## config.mk

```make
export PLATFORM = sky130hd
export DESIGN_NAME = fifo_uart_tx_flat
export DESIGN_NICKNAME = d
export VERILOG_FILES = /design/src/rtl/fifo_uart_pkg.sv /design/src/rtl/fifo_uart_tx_if.sv /design/src/rtl/uart_bit_timer.sv /design/src/rtl/fifo_uart_tx.sv /design/src/flat_wrapper.sv
export SDC_FILE = /design/constraint.sdc
export NUM_CORES = 1
export LEC_CHECK = 0
export CAP_MARGIN = 20
export CORE_MARGIN = 2
export CORE_UTILIZATION = 51
export CTS_CLUSTER_SIZE = 40
export DETAILED_ROUTE_END_ITERATION = 7
export PLACE_DENSITY_LB_ADDON = 0.25
export SETUP_SLACK_MARGIN = 0.2
export SLEW_MARGIN = 20
export SYNTH_ARGS = -nofsm -noshare
export SYNTH_HDL_FRONTEND = slang
export SYNTH_SLANG_ARGS = --single-unit
export TNS_END_PERCENT = 20
```

## constraint.sdc

```tcl
create_clock -name clk -period 2.2 [get_ports clk]
set_clock_uncertainty 0.05 [all_clocks]
set_input_delay 0.33 -clock clk [delete_from_list [all_inputs] [get_ports clk]]
set_output_delay 0.33 -clock clk [all_outputs]
set_load 0.03 [all_outputs]
```

## src/rtl/fifo_uart_pkg.sv

```systemverilog
// Shared types and constants for the FIFO-fed 8N1 UART transmitter.
// One frame is a start bit, eight data bits and a stop bit.
package fifo_uart_pkg;

    localparam int unsigned DATA_W               = 8;
    localparam int unsigned CLKS_PER_BIT_DEFAULT = 16;
    localparam int unsigned UART_FRAME_BITS      = 10;

    typedef enum logic [2:0] {
        StIdle,
        StFetch,
        StStart,
        StData,
        StStop
    } tx_state_e;

    // Clock cycles from the falling edge of the start bit to the byte_done cycle, inclusive.
    function automatic int unsigned frame_cycles(input int unsigned clks_per_bit);
        return UART_FRAME_BITS * clks_per_bit;
    endfunction

endpackage

```

## src/rtl/fifo_uart_tx_if.sv

```systemverilog
// FIFO read side plus serial line and status signals of the UART transmitter.
// The master modport is the transmitter; the slave modport is the FIFO/producer side.
interface fifo_uart_tx_if;
    import fifo_uart_pkg::*;

    logic              tx_en;
    logic              fifo_empty;
    logic [DATA_W-1:0] fifo_data;
    logic              fifo_re;
    logic              tx;
    logic              busy;
    logic              byte_done;

    modport master (
        input  tx_en,
        input  fifo_empty,
        input  fifo_data,
        output fifo_re,
        output tx,
        output busy,
        output byte_done
    );

    modport slave (
        output tx_en,
        output fifo_empty,
        output fifo_data,
        input  fifo_re,
        input  tx,
        input  busy,
        input  byte_done
    );

endinterface

```

## src/rtl/uart_bit_timer.sv

```systemverilog
// Bit-period timer: counts 0..CLKS_PER_BIT-1 and flags the terminal count.
// The counter wraps on its own, so consecutive bits need no reload.
module uart_bit_timer #(
    parameter int unsigned CLKS_PER_BIT = 16
) (
    input  logic clk,
    input  logic rst,
    input  logic clear,
    output logic tick
);

    localparam int unsigned CNT_W = $clog2(CLKS_PER_BIT);
    localparam logic [CNT_W-1:0] LAST = CNT_W'(CLKS_PER_BIT - 1);

    logic [CNT_W-1:0] cnt_q, cnt_d;

    assign tick = (cnt_q == LAST);

    always_comb begin
        cnt_d = cnt_q;
        if (clear || tick) begin
            cnt_d = '0;
        end else begin
            cnt_d = cnt_q + CNT_W'(1);
        end
    end

    always_ff @(posedge clk or posedge rst) begin
        if (rst) begin
            cnt_q <= '0;
        end else begin
            cnt_q <= cnt_d;
        end
    end

endmodule

```

## src/rtl/fifo_uart_tx.sv

```systemverilog
// Drains bytes from the upstream FIFO and sends each as an 8N1 frame, LSB first.
// fifo_re is the only output that depends combinationally on inputs.
module fifo_uart_tx #(
    parameter int unsigned CLKS_PER_BIT = fifo_uart_pkg::CLKS_PER_BIT_DEFAULT,
    parameter int unsigned DATA_W       = fifo_uart_pkg::DATA_W
) (
    input  logic           clk,
    input  logic           rst,
    fifo_uart_tx_if.master bus
);

    import fifo_uart_pkg::*;

    tx_state_e         state_q, state_d;
    logic [DATA_W-1:0] shift_q, shift_d;
    logic [2:0]        bit_idx_q, bit_idx_d;
    logic              tx_q, tx_d;
    logic              fifo_re;
    logic              byte_done;
    logic              timer_clear;
    logic              tick;

    uart_bit_timer #(
        .CLKS_PER_BIT(CLKS_PER_BIT)
    ) u_bit_timer (
        .clk  (clk),
        .rst  (rst),
        .clear(timer_clear),
        .tick (tick)
    );

    always_comb begin
        state_d     = state_q;
        shift_d     = shift_q;
        bit_idx_d   = bit_idx_q;
        tx_d        = tx_q;
        fifo_re     = 1'b0;
        byte_done   = 1'b0;
        timer_clear = 1'b0;

        unique case (state_q)
            StIdle: begin
                timer_clear = 1'b1;
                tx_d        = 1'b1;
                // Gating on ~fifo_empty guarantees we never pop an empty FIFO.
                fifo_re     = bus.tx_en & ~bus.fifo_empty & ~rst;
                if (fifo_re) begin
                    state_d = StFetch;
                end
            end
            StFetch: begin
                // Pop already committed; read data is valid now regardless of fifo_empty.
                shift_d     = bus.fifo_data;
                tx_d        = 1'b0;
                timer_clear = 1'b1;
                state_d     = StStart;
            end
            StStart: begin
                if (tick) begin
                    tx_d      = shift_q[0];
                    bit_idx_d = '0;
                    state_d   = StData;
                end
            end
            StData: begin
                if (tick) begin
                    shift_d = shift_q >> 1;
                    if (bit_idx_q == 3'd7) begin
                        tx_d    = 1'b1;
                        state_d = StStop;
                    end else begin
                        tx_d      = shift_q[1];
                        bit_idx_d = bit_idx_q + 3'd1;
                    end
                end
            end
            StStop: begin
                if (tick) begin
                    byte_done = 1'b1;
                    state_d   = StIdle;
                end
            end
            default: begin
                state_d = StIdle;
            end
        endcase
    end

    always_ff @(posedge clk or posedge rst) begin
        if (rst) begin
            state_q   <= StIdle;
            shift_q   <= '0;
            bit_idx_q <= '0;
            tx_q      <= 1'b1;
        end else begin
            state_q   <= state_d;
            shift_q   <= shift_d;
            bit_idx_q <= bit_idx_d;
            tx_q      <= tx_d;
        end
    end

    assign bus.fifo_re   = fifo_re;
    assign bus.tx        = tx_q;
    assign bus.busy      = (state_q != StIdle);
    assign bus.byte_done = byte_done;

endmodule

```

## src/flat_wrapper.sv

```systemverilog
// flat-port wrapper written by rule: the top's interface ports become plain ports
module fifo_uart_tx_flat import fifo_uart_pkg::*;
#(
    parameter int unsigned CLKS_PER_BIT = fifo_uart_pkg::CLKS_PER_BIT_DEFAULT,
    parameter int unsigned DATA_W       = fifo_uart_pkg::DATA_W
)
  (clk, rst, bus_tx_en, bus_fifo_empty, bus_fifo_data, bus_fifo_re, bus_tx, bus_busy, bus_byte_done);
  fifo_uart_tx_if bus_i ();
  input  logic clk;
  input  logic rst;
  input wire logic [$bits(bus_i.tx_en)-1:0] bus_tx_en;
  input wire logic [$bits(bus_i.fifo_empty)-1:0] bus_fifo_empty;
  input wire logic [$bits(bus_i.fifo_data)-1:0] bus_fifo_data;
  output wire logic [$bits(bus_i.fifo_re)-1:0] bus_fifo_re;
  output wire logic [$bits(bus_i.tx)-1:0] bus_tx;
  output wire logic [$bits(bus_i.busy)-1:0] bus_busy;
  output wire logic [$bits(bus_i.byte_done)-1:0] bus_byte_done;
  assign bus_i.tx_en = bus_tx_en;
  assign bus_i.fifo_empty = bus_fifo_empty;
  assign bus_i.fifo_data = bus_fifo_data;
  assign bus_fifo_re = bus_i.fifo_re;
  assign bus_tx = bus_i.tx;
  assign bus_busy = bus_i.busy;
  assign bus_byte_done = bus_i.byte_done;
  fifo_uart_tx #(.CLKS_PER_BIT(CLKS_PER_BIT), .DATA_W(DATA_W)) u_core (.clk(clk), .rst(rst), .bus(bus_i));
endmodule
```

### After elaboration in Yosys (flattened, before gate mapping)

Index checks and enable logic that the tools add are counted.

| word-level totals | value |
|---|---|
| register bits after elaboration | 19 |
| input port bits | 12 |
| output and inout port bits | 4 |
| word-level logic and storage cells | 54 |

| cells by class | value |
|---|---|
| $add $sub $neg | 2 |
| eq/ne operators | 12 |
| mux-type cells | 20 |
| bitwise operators | 4 |
| reductions and logical operators | 11 |

Operators by type and width:

| cell | number |
|---|---|
| $mux W3 | 7 |
| $pmux W8 S2 | 1 |
| $pmux W3 S5 | 1 |
| $mux W8 | 1 |
| $ne A2 B2 Y1 const B | 4 |
| $mux W1 | 7 |
| $eq A3 B2 Y1 const B | 2 |
| $eq A3 B3 Y1 const B | 2 |
| $pmux W3 S2 | 1 |
| $reduce_and A5 Y1 | 1 |
| $add A4 B1 Y4 const B | 1 |
| $eq A4 B4 Y1 const B | 1 |
| $mux W4 | 1 |
| $ne A2 B1 Y1 const B | 2 |
| $pmux W1 S4 | 1 |
| $reduce_and A4 Y1 | 1 |
| $reduce_bool A2 Y1 | 2 |
| $reduce_bool A4 Y1 | 1 |
| $add A3 B1 Y3 const B | 1 |
| $eq A3 B1 Y1 const B | 1 |
| $logic_not A3 Y1 | 1 |
| $reduce_and A3 Y1 | 1 |
| $reduce_bool A3 Y1 | 1 |
| $and A1 B1 Y1 | 2 |
| 4 further kinds | 5 |

### Logic depth before layout (Yosys ltp)

Gate-level depths: netlist of run 1.

| depth | value |
|---|---|
| word-level depth | 5 |
| gate-level depth with buffers | 6 |
| gate-level depth less buffers | 6 |

### By module

From an unflattened synthesis of run 1, not the netlist that was laid out.

| second synthesis, totals | value |
|---|---|
| cells, all modules | 83 |
| area total of the unflattened synthesis | 987.2 sq um |

By module, submodules not included:

| module | times used | cells an instance | area each (sq um) | seq. area each (sq um) |
|---|---|---|---|---|
| fifo_uart_tx | 1 | 69 | 812.0 | 376.6 |
| uart_bit_timer | 1 | 14 | 175.2 | 100.1 |

### Least setup slack after synthesis of run 1

Ideal clock, no wire load.

| path | value |
|---|---|
| path kind | register to output |
| start point | register u_core.state_q[1] |
| end point | output bus_fifo_re |
| arrival | 1.581 ns |
| required time | 1.820 ns |
| slack | 0.239 ns |
| stages on the path, launching flop included | 4 |
| path buffers | 1 |
| cell sequence | dfrtp_1 -> clkbuf_1 -> or3_1 -> nor2_1 |

| on the way | value |
|---|---|
| longest elaborated chain between the ends | 2 |

Ends and longest elaborated chain:

| what | line | RTL |
|---|---|---|
| start, declared | fifo_uart_tx.sv:14 | `tx_state_e state_q, state_d;` |
| start signal, assigned | fifo_uart_tx.sv:91 | `state_q <= StIdle;` |
| start signal, assigned | fifo_uart_tx.sv:96 | `state_q <= state_d;` |
| $logic_not A3 Y1 | fifo_uart_tx.sv:41 | `unique case (state_q)` |
| $mux W1 | fifo_uart_tx.sv:41 |  |
| end, declared | flat_wrapper.sv:14 | `output wire logic [$bits(bus_i.fifo_re)-1:0] bus_fifo_re;` |

Every way passes these cells.

### Worst setup path after layout of run 1

| path | value |
|---|---|
| start point | register u_core.state_q[1] |
| end point | output bus_busy |

| on the way | value |
|---|---|
| longest elaborated chain between the ends | 1 |

Ends and longest elaborated chain:

| what | line | RTL |
|---|---|---|
| $reduce_bool A3 Y1 | fifo_uart_tx.sv:105 | `assign bus.busy = (state_q != StIdle);` |
| end, declared | flat_wrapper.sv:16 | `output wire logic [$bits(bus_i.busy)-1:0] bus_busy;` |

Every way passes these cells.

==> results.cfg, run 1 <==
[timing]
finalSetupViolCount = 0
slew_violations = 0
max_freq_mhz = 506.3
setup_slack_ns = 0.2247
rsz0062_at_grt = true
hold_viol_final = 0
period_minus_slack_ns = 1.975
holdWs_ns = 0.4160
tns_ns = 0
relSlewSlack_pct = 52.58
tightestPinTransition_ns = 0.7106
finalCritPeriodShare_pct = 89.79

[clock_tree]
clockBufferDepth = 2
clkTransAtPathRegs_ns = 0.10
clock_sinks = 19
clk_latency_ns = 0.28
root_buffer = clkbuf_4
cts_buffers = 3
cts_tree = built
h-tree-depth = 1

[logic_synthesis]
synth_edf_count = 0
synth_top_area_share_pct = 45.92
yosys.area.top_type = dfrtp_1
seq_area_frac_synth_pct = 48.60
synthFlopType = dfrtp_1
syn_area_sq_um = 980.9
syn_inst = 100
synth_area_leaders = dfrtp_1, mux2i_1, nor2_1
async_flop_share_pct = 100.0
ys_types = 35
ys_ff_latch = 19
avgSynthCellArea_sq_um = 9.809
syn-num-nets = 115
yosysWarnings = 0

[power]
power_density_nw_per_um2 = 1062
finalPower_uw = 1236
p_leak_uw = 0.0005011
max-vdd-ir-drop_uv = 560.3

[floorplan]
core-area_sq_um = 1764
start_util_pct = 55.60
rows = 15
die_w_um = 47.86
io_pins = 16
die_area_sq_um = 2290
die_y_um = 47.86

[worst_setup_path]
cp.arrival_ns = 1.60
startpoint_type = flop
cp.required_ns = 1.82
crit_type = reg -> out
worstPathMaxFanout = 12
critPathSlowestCell = dfrtp_1
crit_chain = or3_1 -> dlygate4sd2_1
max_stage_delay_ns = 0.51
endpoint_kind = output port

[drt]
drt_first_pass_iters = 4
via_count = 773
drt_iter0_markers = 19
ant_nets = 0
drc = 0
wl_per_cell_um = 12.69
vias_per_cell = 5.482
wl_um = 1789

[global_route]
grt_usage_pct = 18.08
overflow = 0
antenna_found_initial = 0
grt_pass1_wl_um = 2918
grt_pass1_vias = 684
grt_max_degree = 20

[final_layout]
syn_to_final_growth_pct = 18.62
final_layout_size_suffix_gt1_share_pct = 11.21
stdcell_area_sq_um = 1164
antenna_cells = 0
num-fill-cells = 153
final_nets = 132

[run_status]
status = completed

[hold_path]
min_path_type = in -> async

[placement]
gp_congestion = 0.8133
hpwlAfterDp_um = 1338
placed_cell_area_sq_um = 1144
pre_cts_ws_ns = 0.2684
portBuffers = 15

[flow_run]
drv_cap = 0
[metrics by stage]
stage / instances / utilization (%)
CTS: 141 / 66.17
floorplan: 100 / -
finish: 141 / 65.96
global route: 141 / 65.96
detailed placement: 137 / 64.82
global placement: 137 / 64.82
[where the power goes]
group | internal (uW) | switching (uW)
logic | 236 | 234
registers | 494 | 100
clock network | 70.3 | 101
total | 801 | 435
[registers in the layout (all words and copies together) (netlist names)]
name and flops:
u_core.state_q 3, u_core.bit_idx_q 3, u_core.shift_q 8, u_core.u_bit_timer.cnt_q 4, u_core.bus.tx 1
[layout by cell type (no fill, tap or decap), types with 2 or more instances in the layout]
cell type        instances
clkbuf_4                 3
nor3_1                   2
ha_1                     3
buf_4                    3
mux2i_1                  7
clkdlybuf4s50_1         12
o21ai_0                  3
dfrtp_1                 18
nand2_1                  6
a31oi_1                  2
nor2_1                  16
inv_1                    4
nand3_1                  4
a21oi_1                 10
[cells by family (layout without fill, tap and decap cells)]
family	Yosys count	in the layout	share of synthesized area, %
adder cells (fa/ha/maj)	3	3	3.827
AO/OA/AOI/OAI	22	22	13.90
buffers and inverters	9	25	4.719
flip-flops	19	19	48.60
AND/OR/NAND/NOR	39	39	20.92
XOR/XNOR	1	1	0.8930
multiplexers	7	7	7.143
[repair_timing]
item                       CTS  global route
buffers inserted             0             0
resized for setup            2             2
setup endpoints to repair    2             2
hold buffers                 0             0
[final timing paths]
check                      slack, ns                             to  depth (start not counted)                                  start
setup / recovery                0.22                       bus_busy                          2          u_core.state_q[1]$_DFFE_PP0P_
hold / removal                  0.42  u_core.shift_q[2]$_DFFE_PP0P_                          2                                    rst
setup reg to reg                0.40  u_core.shift_q[0]$_DFFE_PP0P_                          6  u_core.u_bit_timer.cnt_q[0]$_DFF_PP0_
hold reg to reg                 0.46      u_core.bus.tx$_DFFE_PP1P_                          2              u_core.bus.tx$_DFFE_PP1P_
max in group asynchronous       1.23  u_core.state_q[0]$_DFFE_PP0P_                          2                                    rst
min in group clk                0.46      u_core.bus.tx$_DFFE_PP1P_                          2              u_core.bus.tx$_DFFE_PP1P_
[layout make-up]
class                           count  area (sq um)  area share [%]
Clock buffer                        4         26.28           2.258
Inverter                            4         15.01           1.290
Multi-Input combinational cell     72         457.9           39.35
Sequential cell                    19         476.7           40.97
Tap cell                           25         31.28           2.688
Timing Repair Buffer               17         156.4           13.44
[cell usage after synthesis (2+ instances only)]
cell type	number
ha_1	3
nand3_1	4
nor3_1	2
dfrtp_1	18
nand2_1	6
clkbuf_1	2
a21oi_1	10
inv_1	4
mux2i_1	7
a31oi_1	2
nor2_1	16
o21ai_0	3
[per-layer routing]
| metal | vias up | share of wire [%] | track usage, % | wire (um) |
|---|---|---|---|---|
| met5 | - | 0 | 0 | 0 |
| met4 | 0 | 0 | 5.405 | 0 |
| met3 | 0 | 3.5 | 3.396 | 63 |
| met2 | 20 | 46 | 27.20 | 829 |
| met1 | 372 | 50 | 26.34 | 895 |
| li1 | 381 | - | - | - |
[worst max-delay path: cells and delay by family (launching register included)]
kind	cells	cell delay [ns]
buffers and inverters	1	0.37
flip-flops	1	0.51
AND/OR/NAND/NOR	1	0.43
Note: power is estimated with default switching activity, not from simulation.
==> run 2, diff against run 1 <==
PLACE_DENSITY_LB_ADDON = 0.2   (was 0.25)
==> results.cfg, run 2 (synthesized netlist as in run 1, its figures left out) <==
[run_status]
status = completed

[timing]
tns_ns = 0
finalSetupViolCount = 0
setup_slack_ns = 0.2355
slew_violations = 0
tightestPinTransition_ns = 0.7245
relSlewSlack_pct = 51.65
period_minus_slack_ns = 1.965
hold_viol_final = 0
finalCritPeriodShare_pct = 89.30
max_freq_mhz = 509.0
rsz0062_at_grt = true

[clock_tree]
clkTransAtPathRegs_ns = 0.11
clk_latency_ns = 0.29
h-tree-depth = 1
cts_buffers = 3
clock_sinks = 19
cts_hold_buf = 0
cts_setup_buffers = 0
cts_tree = built
root_buffer = clkbuf_4
clockBufferDepth = 2

[placement]
pre_cts_ws_ns = 0.2831
hpwlAfterDp_um = 1331
portBuffers = 15
gp_congestion = 0.7580
placed_cells = 138

[worst_setup_path]
crit_buf_inv = 1
crit_type = reg -> out
critPathSlowestCell = dlygate4sd2_1
cp.arrival_ns = 1.58
endpoint_kind = output port
path_delay_family = buffers and inverters
cp.required_ns = 1.82
r2r_setup_slack_ns = 0.47
worstPathMaxFanout = 4
max_stage_delay_ns = 0.42
ff2ff_path_depth = 6
timing.rr.start = u_core.u_bit_timer.cnt_q[0]$_DFF_PP0_
r2r-end = u_core.shift_q[4]$_DFFE_PP0P_
startpoint_type = flop
crit_chain = ha_1 -> nand3_1 -> nor2_1 -> dlygate4sd2_1

[power]
p_sw_share_pct = 35.33
power.switching_uw = 436.9
pwr-share-comb_pct = 37.5
max-vdd-ir-drop_uv = 860.1
p_clk_share_pct = 14.1
power_density_nw_per_um2 = 1049
p_leak_uw = 0.0005106
p_seq_share_pct = 48.4
internal-power_uw = 799.9

[drt]
vias_per_cell = 5.296
ant_nets = 0
drt_iter0_markers = 8
drt_first_pass_iters = 4
wl_per_cell_um = 12.68
wl_um = 1800
drc = 0
via_count = 752

[final_layout]
stdcell_count = 142
final_layout_size_suffix_gt1_share_pct = 11.11
final_nets = 133
top_regs = u_core.shift_q (8), u_core.u_bit_timer.cnt_q (4)
largest_reg_flops = 8
regMostFlops = u_core.shift_q
antenna_cells = 0
syn_to_final_growth_pct = 20.15
final_util_pct = 66.81
final_common_cell = dfrtp_1
layout_common_cells = dfrtp_1, nor2_1, clkdlybuf4s50_1

[flow_run]
drv_cap = 0

[global_route]
grt_usage_pct = 18.93
antenna_found_initial = 0
grt_pass1_wl_um = 2980
grt_pass1_vias = 690
overflow = 0
grt_max_degree = 20

[floorplan]
die_y_um = 47.86
io_pins = 16
start_util_pct = 55.60
die_w_um = 47.86
core-area_sq_um = 1764
die_area_sq_um = 2290
rows = 15

[hold_path]
min_path_type = in -> async
-- run 2: changes by cell type in the layout (fill, tap and decap cells not counted), sizes merged --
cell | previous run | this run
dlymetal6s2s | 0 | 1
clkbuf | 5 | 4
buf | 3 | 4
-- run 2: worst reg2reg max path, delay by kind of cell (launching register included) --
kind / cells / cell delay [ns]
adders and majority gates: 1 / 0.24
buffers and inverters: 1 / 0.17
DFF: 1 / 0.40
and+or+nand+nor: 2 / 0.21
AOI/OAI and AO/OA: 2 / 0.60
-- run 2: repair_timing --
action | 4_1_cts | 5_1_grt
cloned | 0 | 0
gates resized for setup | 1 | 1
setup endpoints to repair | 2 | 2
-- run 2: worst max path at each step --
stage / cells past startpoint / to / start
2_1_floorplan: 3 / bus_fifo_re / u_core.state_q[1]$_DFFE_PP0P_
3_3_place_gp: 4 / bus_fifo_re / bus_tx_en
3_5_place_dp: 4 / bus_byte_done / u_core.u_bit_timer.cnt_q[0]$_DFF_PP0_
4_1_cts: 2 / bus_busy / u_core.state_q[2]$_DFFE_PP0P_
5_1_grt: 4 / bus_byte_done / u_core.u_bit_timer.cnt_q[0]$_DFF_PP0_
6_report: 4 / bus_byte_done / u_core.u_bit_timer.cnt_q[0]$_DFF_PP0_
-- run 2: power groups by stage --
stage          Combinational, uW  Clock [uW]  Sequential [uW]
2_1_floorplan                355           0              592
3_3_place_gp                 451           0              593
3_5_place_dp                 472           0              602
4_1_cts                      473         181              596
5_1_grt                      528         197              620
6_report                     464         174              598
-- run 2: layer usage --
metal	share of wire, %	wire, um	vias up	GRT usage, %
met2	46	835	14	27.47
met3	3.8	68	2	3.774
li1	-	-	384	-
met5	0	0	-	0
met1	49	881	352	27.12
met4	0.78	14	0	8.649
-- run 2: metrics by stage --
step / power (uW) / hold slack [ns] / instance area, sq um
floorplan: 947.5 / 0.2304 / 980.9
global placement: 1044 / 0.4298 / 1151
detailed placement: 1074 / 0.4449 / 1151
finish: 1237 / 0.4161 / 1179
CTS: 1250 / 0.4313 / 1176
global route: 1345 / 0.4776 / 1179
-- run 2: cell type report --
class / count / area (sq um)
Sequential cell: 19 / 476.7
Fill cell: 169 / 585.6
Inverter: 4 / 15.01
Multi-Input combinational cell: 72 / 457.9
Timing Repair Buffer: 18 / 171.4
Tap cell: 25 / 31.28
Clock buffer: 4 / 26.28
